<file path="src/rtl/mem_interface_unit_pkg.sv">
// Shared types and constants for the memory interface unit.
package mem_interface_unit_pkg;

  localparam int unsigned SIZE_WORD = 16;

  typedef enum logic [1:0] {
    MEMIF_IDLE   = 2'd0,
    MEMIF_ACCESS = 2'd1,
    MEMIF_DONE   = 2'd2
  } memif_state_e;

  localparam logic DST_PC  = 1'b0;
  localparam logic DST_ALU = 1'b1;

  localparam logic ON  = 1'b1;
  localparam logic OFF = 1'b0;

  localparam logic [3:0] MEMIF_TIMEOUT_MAX = 4'd15;

  // Request captured at acceptance and held stable for the whole access.
  typedef struct packed {
    logic                 is_write;
    logic                 dst;
    logic [SIZE_WORD-1:0] addr;
    logic [SIZE_WORD-1:0] wdata;
  } memif_req_t;

endpackage

</file>
<file path="src/rtl/mem_interface_unit_if.sv">
// Memory-side bus of the memory interface unit: strobes, address/data and completion.
interface mem_interface_unit_if;

  logic                                           readM;
  logic                                           writeM;
  logic [mem_interface_unit_pkg::SIZE_WORD-1:0]   address;
  logic [mem_interface_unit_pkg::SIZE_WORD-1:0]   mem_wdata;
  logic [mem_interface_unit_pkg::SIZE_WORD-1:0]   mem_rdata;
  logic                                           inputReady;

  modport master (
    output readM, writeM, address, mem_wdata,
    input  mem_rdata, inputReady
  );

  modport slave (
    input  readM, writeM, address, mem_wdata,
    output mem_rdata, inputReady
  );

endinterface

</file>
<file path="src/rtl/memif_watchdog.sv">
// Access timeout counter; only built when MEMIF_TIMEOUT_EN is defined.
`ifdef MEMIF_TIMEOUT_EN
module memif_watchdog
  import mem_interface_unit_pkg::*;
(
  input  logic clk,
  input  logic reset_n,
  input  logic active,
  input  logic ready,
  output logic expired
);

  logic [3:0] count_q, count_d;

  // Idle cycles keep the count at zero, so every access starts from a clean count.
  always_comb begin
    count_d = count_q;
    if (!active) begin
      count_d = '0;
    end else if (!ready) begin
      count_d = count_q + 4'd1;
    end
  end

  // Fires on the waiting cycle whose increment would reach the limit.
  assign expired = active && !ready && (count_q == MEMIF_TIMEOUT_MAX - 4'd1);

  always_ff @(posedge clk) begin
    if (!reset_n) begin
      count_q <= '0;
    end else begin
      count_q <= count_d;
    end
  end

endmodule
`endif

</file>
<file path="src/rtl/mem_interface_unit.sv">
// Memory interface unit: single-access IDLE/ACCESS/DONE sequencer for fetch, load and store.
// Optional access timeout enabled by defining MEMIF_TIMEOUT_EN.
module mem_interface_unit
  import mem_interface_unit_pkg::*;
(
  input  logic                 clk,
  input  logic                 reset_n,
  input  logic                 MemRead,
  input  logic                 MemWrite,
  input  logic                 MemDst,
  input  logic [SIZE_WORD-1:0] pc,
  input  logic [SIZE_WORD-1:0] alu_out,
  input  logic [SIZE_WORD-1:0] wdata,
  mem_interface_unit_if.master bus,
  output logic [SIZE_WORD-1:0] inst,
  output logic [SIZE_WORD-1:0] mdr,
  output logic                 mem_done,
  output logic                 mem_err
);

  memif_state_e         state_q, state_d;
  logic                 armed_q, armed_d;
  memif_req_t           req_q, req_d;
  logic [SIZE_WORD-1:0] inst_q, inst_d;
  logic [SIZE_WORD-1:0] mdr_q, mdr_d;
  logic                 err_q, err_d;
  logic                 in_access;
  logic                 timeout;

  assign in_access = (state_q == MEMIF_ACCESS);

`ifdef MEMIF_TIMEOUT_EN
  memif_watchdog u_watchdog (
    .clk     (clk),
    .reset_n (reset_n),
    .active  (in_access),
    .ready   (bus.inputReady),
    .expired (timeout)
  );
`else
  assign timeout = OFF;
`endif

  // NOTE: every variable gets its hold value first so no path through the case infers a latch.
  always_comb begin
    state_d = state_q;
    armed_d = armed_q;
    req_d   = req_q;
    inst_d  = inst_q;
    mdr_d   = mdr_q;
    err_d   = err_q;

    if (!MemRead && !MemWrite) begin
      armed_d = ON;
    end

    case (state_q)
      MEMIF_IDLE: begin
        if (armed_q && (MemRead || MemWrite)) begin
          req_d.is_write = !MemRead;
          req_d.dst      = MemDst;
          req_d.addr     = (MemDst == DST_ALU) ? alu_out : pc;
          req_d.wdata    = wdata;
          armed_d        = OFF;
          state_d        = MEMIF_ACCESS;
          if (MemRead && MemWrite) begin
            err_d = ON;
          end
        end
      end
      MEMIF_ACCESS: begin
        if (bus.inputReady) begin
          if (!req_q.is_write) begin
            if (req_q.dst == DST_PC) inst_d = bus.mem_rdata;
            else                     mdr_d  = bus.mem_rdata;
          end
          state_d = MEMIF_DONE;
        end else if (timeout) begin
          err_d   = ON;
          state_d = MEMIF_DONE;
        end
      end
      MEMIF_DONE: state_d = MEMIF_IDLE;
      default:    state_d = MEMIF_IDLE;
    endcase
  end

  // NOTE: state registers use non-blocking assignments so all flops update from pre-edge values.
  always_ff @(posedge clk) begin
    if (!reset_n) begin
      state_q <= MEMIF_IDLE;
      armed_q <= ON;
      req_q   <= '0;
      inst_q  <= '0;
      mdr_q   <= '0;
      err_q   <= OFF;
    end else begin
      state_q <= state_d;
      armed_q <= armed_d;
      req_q   <= req_d;
      inst_q  <= inst_d;
      mdr_q   <= mdr_d;
      err_q   <= err_d;
    end
  end

  // Strobes decode from state, so a reset edge drops them immediately.
  assign bus.readM     = in_access && !req_q.is_write;
  assign bus.writeM    = in_access &&  req_q.is_write;
  assign bus.address   = req_q.addr;
  assign bus.mem_wdata = req_q.wdata;
  assign inst          = inst_q;
  assign mdr           = mdr_q;
  assign mem_done      = (state_q == MEMIF_DONE);
  assign mem_err       = err_q;

endmodule
</file>
<file path="src/flat_wrapper.sv">
// flat-port wrapper written by rule: the top's interface ports become plain ports
module mem_interface_unit_flat import mem_interface_unit_pkg::*;
  (clk, reset_n, MemRead, MemWrite, MemDst, pc, alu_out, wdata, inst, mdr, mem_done, mem_err, bus_readM, bus_writeM, bus_address, bus_mem_wdata, bus_mem_rdata, bus_inputReady);
  mem_interface_unit_if bus_i ();
  input  logic clk;
  input  logic reset_n;
  input  logic MemRead;
  input  logic MemWrite;
  input  logic MemDst;
  input  logic [SIZE_WORD-1:0] pc;
  input  logic [SIZE_WORD-1:0] alu_out;
  input  logic [SIZE_WORD-1:0] wdata;
  output logic [SIZE_WORD-1:0] inst;
  output logic [SIZE_WORD-1:0] mdr;
  output logic mem_done;
  output logic mem_err;
  output wire logic [$bits(bus_i.readM)-1:0] bus_readM;
  output wire logic [$bits(bus_i.writeM)-1:0] bus_writeM;
  output wire logic [$bits(bus_i.address)-1:0] bus_address;
  output wire logic [$bits(bus_i.mem_wdata)-1:0] bus_mem_wdata;
  input wire logic [$bits(bus_i.mem_rdata)-1:0] bus_mem_rdata;
  input wire logic [$bits(bus_i.inputReady)-1:0] bus_inputReady;
  assign bus_readM = bus_i.readM;
  assign bus_writeM = bus_i.writeM;
  assign bus_address = bus_i.address;
  assign bus_mem_wdata = bus_i.mem_wdata;
  assign bus_i.mem_rdata = bus_mem_rdata;
  assign bus_i.inputReady = bus_inputReady;
  mem_interface_unit u_core (.clk(clk), .reset_n(reset_n), .MemRead(MemRead), .MemWrite(MemWrite), .MemDst(MemDst), .pc(pc), .alu_out(alu_out), .wdata(wdata), .bus(bus_i), .inst(inst), .mdr(mdr), .mem_done(mem_done), .mem_err(mem_err));
endmodule
</file>
<file path="config.mk">
export PLATFORM = sky130hd
export DESIGN_NAME = mem_interface_unit_flat
export DESIGN_NICKNAME = d
export VERILOG_FILES = /design/src/rtl/mem_interface_unit_pkg.sv /design/src/rtl/mem_interface_unit_if.sv /design/src/rtl/memif_watchdog.sv /design/src/rtl/mem_interface_unit.sv /design/src/flat_wrapper.sv
export SDC_FILE = /design/constraint.sdc
export NUM_CORES = 1
export LEC_CHECK = 0
export CAP_MARGIN = 20
export CORE_MARGIN = 8
export CORE_UTILIZATION = 35
export CTS_CLUSTER_DIAMETER = 50
export DETAILED_ROUTE_END_ITERATION = 10
export PLACE_DENSITY = 0.69
export SLEW_MARGIN = 10
export SYNTH_ARGS = -nofsm -noshare
export SYNTH_HDL_FRONTEND = slang
export SYNTH_SLANG_ARGS = --single-unit
</file>
<file path="constraint.sdc">
create_clock -name clk -period 4.05 [get_ports clk]
set_input_delay 0.81 -clock clk [delete_from_list [all_inputs] [get_ports clk]]
set_output_delay 0.81 -clock clk [all_outputs]
set_load 0.02 [all_outputs]
</file>
After elaboration in Yosys (flattened, before gate mapping) --
Index checks and enable logic that the tools add are counted.
Word-level totals: flip-flop bits (word level) 70, latch bits 0, RAM bits 0, memory bits (read-only) 0, input bits 70, output and inout port bits 68, memories 0
Cells by class: add/subtract/negate cells 0, multiply operators 0, divide/modulo/power cells 0, $lt $le $gt $ge 0, eq/ne operators 4, shifts and indexed selects 0, muxes and demuxes 7, bitwise logic cells 2, reductions and logical operators 15
Operators by type and width (number):
- 16-bit two-way mux | 1
- 4-bit AND reduction | 2
- 1-bit logical AND | 5
- 2-bit two-way mux | 2
- 2-bit case mux with 2 select lines | 1
- 2-bit AND reduction | 2
- 1-bit zero test | 3
- 1-bit two-way mux | 3
- 3-bit AND reduction | 1
- 2-bit by 1-bit == test with 1-bit output (second input constant) | 1
- 2-bit == test (second input constant) | 1
- 2-bit zero test | 1
- 2-bit by 1-bit != test with 1-bit output (second input constant) | 1
- 2-bit != test (second input constant) | 1
- 1-bit inverter | 2
- 1-bit logical OR | 1

Logic depth before layout (Yosys ltp) --
depth after elaboration 5, depth in mapped cells 5, depth with buffers taken out 3

Worst setup path after synthesis --
OpenSTA, ideal clock, no wires.
path kind input-to-reg, start input MemWrite, end register u_core.state_q[0], arrival time 1.663 ns, data required time 3.935 ns, slack 2.272 ns, cell stages on the path 5, path buffers 2, cells stage by stage or2_2 -> and2_1 -> buf_6 -> buf_6 -> o21a_1
On the way: cells in the longest elaborated chain, start to end 4
Ends and longest elaborated chain:
- start, declared | line flat_wrapper.sv:8 | input logic MemWrite;
- 1-bit logical OR | line mem_interface_unit.sv:59 | if (armed_q && (MemRead || MemWrite)) begin
- 1-bit logical AND | line mem_interface_unit.sv:59
- 2-bit by 1-bit != test with 1-bit output (no source line)
- 2-bit AND reduction (no source line)
- end signal, assigned | line mem_interface_unit.sv:98 | state_q <= state_d;
- end, declared | line mem_interface_unit.sv:21 | memif_state_e state_q, state_d;
No other way between the ends. A chain may end at the register's enable or synchronous reset.

Final worst setup path --
start input MemRead, end register u_core.req_q (netlist bit u_core.bus.mem_wdata[4])
On the way: cells in the longest elaborated chain, start to end 3
Ends and longest elaborated chain:
- start, declared | line flat_wrapper.sv:7 | input logic MemRead;
- 1-bit logical OR | line mem_interface_unit.sv:59
- 1-bit logical AND | line mem_interface_unit.sv:59
- 2-bit AND reduction (no source line)
- end signal, assigned | line mem_interface_unit.sv:100 | req_q <= req_d;
- end, declared | line mem_interface_unit.sv:23 | memif_req_t req_q, req_d;
No other way between the ends.

==> run_results.csv <==
group,metric,value,unit
power_and_ir_drop,p_int,0.00118,W
cts,cts.repair.resized,0,
job,drv_cap,0,
setup_path,r2r_end,"u_core.bus.mem_wdata[4]",
timing,setup_viol,0,
cts,cts_setup_buffers,0,
setup_path,cp.required,4.30,ns
grt,grt_pass1_vias,2606,
cts,cts_root_buffer,"clkbuf_8",
finish,seqCellArea,1400,um^2
finish,area_growth,41.7,%
finish,layout-drive-gt1-share,6.32,%
power_and_ir_drop,power_leakage,1.76,nW
placed_design,place.gp.congestion,0.709,
power_and_ir_drop,vdd_ir_drop_max,196,uV
die,initial_core_util,35.9,%
detailed_routing,via_count,2517,
cts,ctsHoldBuffers,0,
finish,layout.cells.non_filler,535,
yosys,ys_seq_area_share,44.9,%
timing,finalMaxSlewViolations,0,
cts,clockBufferDepth,2,
timing,finalCritPeriodShare,61.6,%
yosys,yosysWarnings,0,
finish,nets,492,
yosys,ys_ff_latch,70,
detailed_routing,firstDrtPassIters,4,
finish,multi_input_area,1310,um^2
timing,period_needed,2.49,ns
power_and_ir_drop,clockPowerShare,30.0,%
setup_path,critPathArrivalTime,2.75,ns
setup_path,crit_chain,"clkdlybuf4s50_1, or2_2, and2_2, mux2i_1",
setup_path,startpoint,"MemRead",
placed_design,placedCellCount,519,
finish,diodes,0,
setup_path,end_kind,"register",
power_and_ir_drop,power_frac_comb,23.4,%
placed_design,dpl-instance-area,4240,um^2
setup_path,cp-start-kind,"primary input",
grt,antenna_found_initial,0,
cts,cts_num_sinks,70,
cts,numCtsBuffers,9,
setup_path,r2r_slack,2.15,ns
timing,setup_ws,1.56,ns
finish,fillCellCount,849,
placed_design,pre_cts_slack,1.20,ns
setup_path,critical_path.max_stage_delay,0.78,ns
timing,finalHoldViolations,0,
power_and_ir_drop,swShare,28.7,%
min_path,worstHoldPathType,"register to register",
setup_path,crit_path_max_fanout,35,
detailed_routing,antenna_left,0,
die,rows,34,
timing,tightest_slew,0.973,ns
power_and_ir_drop,p_per_area,374,nW/um^2
timing,finalSetupTns,0,ns
detailed_routing,drcViolationCount,0,
cts,cts_htree_levels,3,
yosys,syn_area,3120,um^2
placed_design,hpwl,6000,um
setup_path,reg2reg_from,"u_core.state_q[0]",
grt,overflow,0,
timing,whs,0.459,ns
die,die_w,110,um
finish,finish.instance_area,4420,um^2
die,die_area,12200,um^2
min_path,worstHoldStart,"u_core.bus.mem_wdata[8]",
grt,grt_usage,13.0,%
setup_path,critPathTopFamily,"simple AND/OR/NAND/NOR gates",
yosys,ys_types,27,
setup_path,path_class,"primary input to register",
detailed_routing,routed_wl,8050,um
detailed_routing,drt_iter0_drc,41,
power_and_ir_drop,p_seq_share,46.6,%
die,die_y,110,um
yosys,avgSynthCellArea,9.54,um^2
detailed_routing,via_per_inst,4.70,
detailed_routing,routedWlPerCell,15.1,um
run_status,status,"finished clean",
power_and_ir_drop,p_switching,0.000474,W
setup_path,crit_buf_inv,1,
timing,rsz0062_at_grt,"no",
setup_path,cpMaxStageDelayCell,"and2_2",
timing,slew_headroom,34.9,%
setup_path,reg2reg_depth,4,
grt,grt_pass1_wl,12400,um
min_path,min_to,"u_core.bus.mem_wdata[8]",
min_path,holdPathStages,2,
yosys,syn_inst,327,
cts,clkTransAtPathRegs,0.08,ns
die,coreArea,8680,um^2
die,ios,138,
cts,insertion_delay,0.33,ns
timing,fmax,0.401,GHz
grt,grt_max_degree,53,
yosys,syn_nets,397,
timing,skew,0.0108,ns
cts,cts_tree,"done",
placed_design,io_buffers,137,
worst min-delay path: cells and delay by family, from the launching register on:
kind / cells / cell delay (ns)
AND/OR/NAND/NOR: 1 / 0.05
flip-flops: 1 / 0.32
multiplexers: 1 / 0.05
per-stage QoR:
step	power, W	util, %
after CTS	0.00168	50.9
after floorplan	0.00105	-
after global routing	0.00175	50.9
after global placement	0.00117	48.9
after detailed placement	0.00118	48.9
final	0.00165	50.9
per-layer routing:
metal,vias up,wire [um],global-route usage (%),share of wire (%)
li1,1253,-,-,-
met1,1149,3200,14.0,40
met2,106,3400,19.7,42
met3,9,1350,8.20,17
met4,0,97,5.71,1.2
met5,-,0,0,0
worst max path at each step:
stage,end,slack (ns),cells after the start
after CTS,bus_readM,1.56,3
after global placement,u_core.req_q[32],1.25,4
final,u_core.bus.mem_wdata[4],1.56,4
after floorplan,u_core.state_q[0],2.27,5
after detailed placement,u_core.bus.mem_wdata[15],1.20,4
after global routing,u_core.bus.mem_wdata[5],1.45,4
cells by family (layout without fill, tap and decap cells):
group	Yosys count	in the layout	synth area share, %
flip-flops	70	70	44.9
AO/OA/AOI/OAI	38	38	7.75
multiplexers	64	64	20.5
AND/OR/NAND/NOR	97	97	13.6
buffers and inverters	58	158	13.1
cells in the final DEF (no fill, tap or decap):
| master | Yosys | final |
|---|---|---|
| nor2_1 | 6 | 6 |
| inv_1 | 1 | 1 |
| o21a_1 | 1 | 1 |
| mux2i_1 | 64 | 64 |
| and2_2 | 0 | 1 |
| clkbuf_8 | 0 | 10 |
| a211oi_1 | 16 | 16 |
| clkinv_4 | 0 | 2 |
| nand3_1 | 1 | 1 |
| nor4b_4 | 1 | 1 |
| nand2b_4 | 1 | 1 |
| buf_2 | 5 | 1 |
| a21oi_1 | 17 | 17 |
| clkinvlp_4 | 0 | 1 |
| buf_4 | 35 | 3 |
| nand4_1 | 1 | 1 |
| o21ai_0 | 2 | 2 |
| or2_2 | 1 | 1 |
| nor3b_2 | 1 | 1 |
| a31oi_1 | 1 | 1 |
| clkdlybuf4s50_1 | 0 | 136 |
| clkinv_1 | 1 | 1 |
| dfxtp_1 | 70 | 70 |
| a211oi_2 | 1 | 1 |
| clkbuf_1 | 9 | 1 |
| clkinv_2 | 0 | 2 |
| nand4_2 | 1 | 1 |
| nand2_1 | 82 | 82 |
| and2b_2 | 1 | 1 |
sequential cells by signal, indices dropped and copies added, names as in the netlist:
signal,cells
u_core.bus.mem_wdata,16
u_core.inst,16
u_core.mem_err,1
u_core.armed_q,1
u_core.mdr,16
u_core.req_q,2
u_core.bus.address,16
u_core.state_q,2
Yosys cell counts:
master	n	area share, %
nor2_1	6	0.72
nand2b_4	1	0.44
a211oi_2	1	0.40
nor4b_4	1	0.76
buf_6	5	1.8
and2_1	1	0.20
mux2i_1	64	21
clkbuf_1	9	1.1
nand2_1	82	9.9
a21oi_1	17	2.7
nand3_1	1	0.16
clkinv_1	1	0.12
nor3b_2	1	0.40
nand4_1	1	0.20
o21ai_0	2	0.32
buf_2	5	0.80
buf_1	1	0.12
dfxtp_1	70	45
and2b_2	1	0.28
inv_1	1	0.12
buf_4	35	8.4
or2_2	1	0.20
buf_12	1	0.64
a211oi_1	16	3.9
o21a_1	1	0.24
a31oi_1	1	0.20
nand4_2	1	0.40
power groups by stage:
| stage | Clock [W] | Sequential (W) | Combinational [W] |
|---|---|---|---|
| floorplan | 0 | 0.000790 | 0.000258 |
| global placement | 0 | 0.000784 | 0.000387 |
| detailed placement | 0 | 0.000786 | 0.000392 |
| CTS | 0.000521 | 0.000771 | 0.000393 |
| global route | 0.000557 | 0.000776 | 0.000414 |
| finish | 0.000497 | 0.000770 | 0.000386 |
final cells by class:
cell class | instances | share of cell area [%]
sequential | 70 | 31.7
timing repair buffer | 140 | 31.4
multi-input combinational | 199 | 29.6
clock buffer | 11 | 3.20
tap | 108 | 3.06
clock inverter | 5 | 0.793
inverter | 2 | 0.170
(Power assumes the default switching activity.)
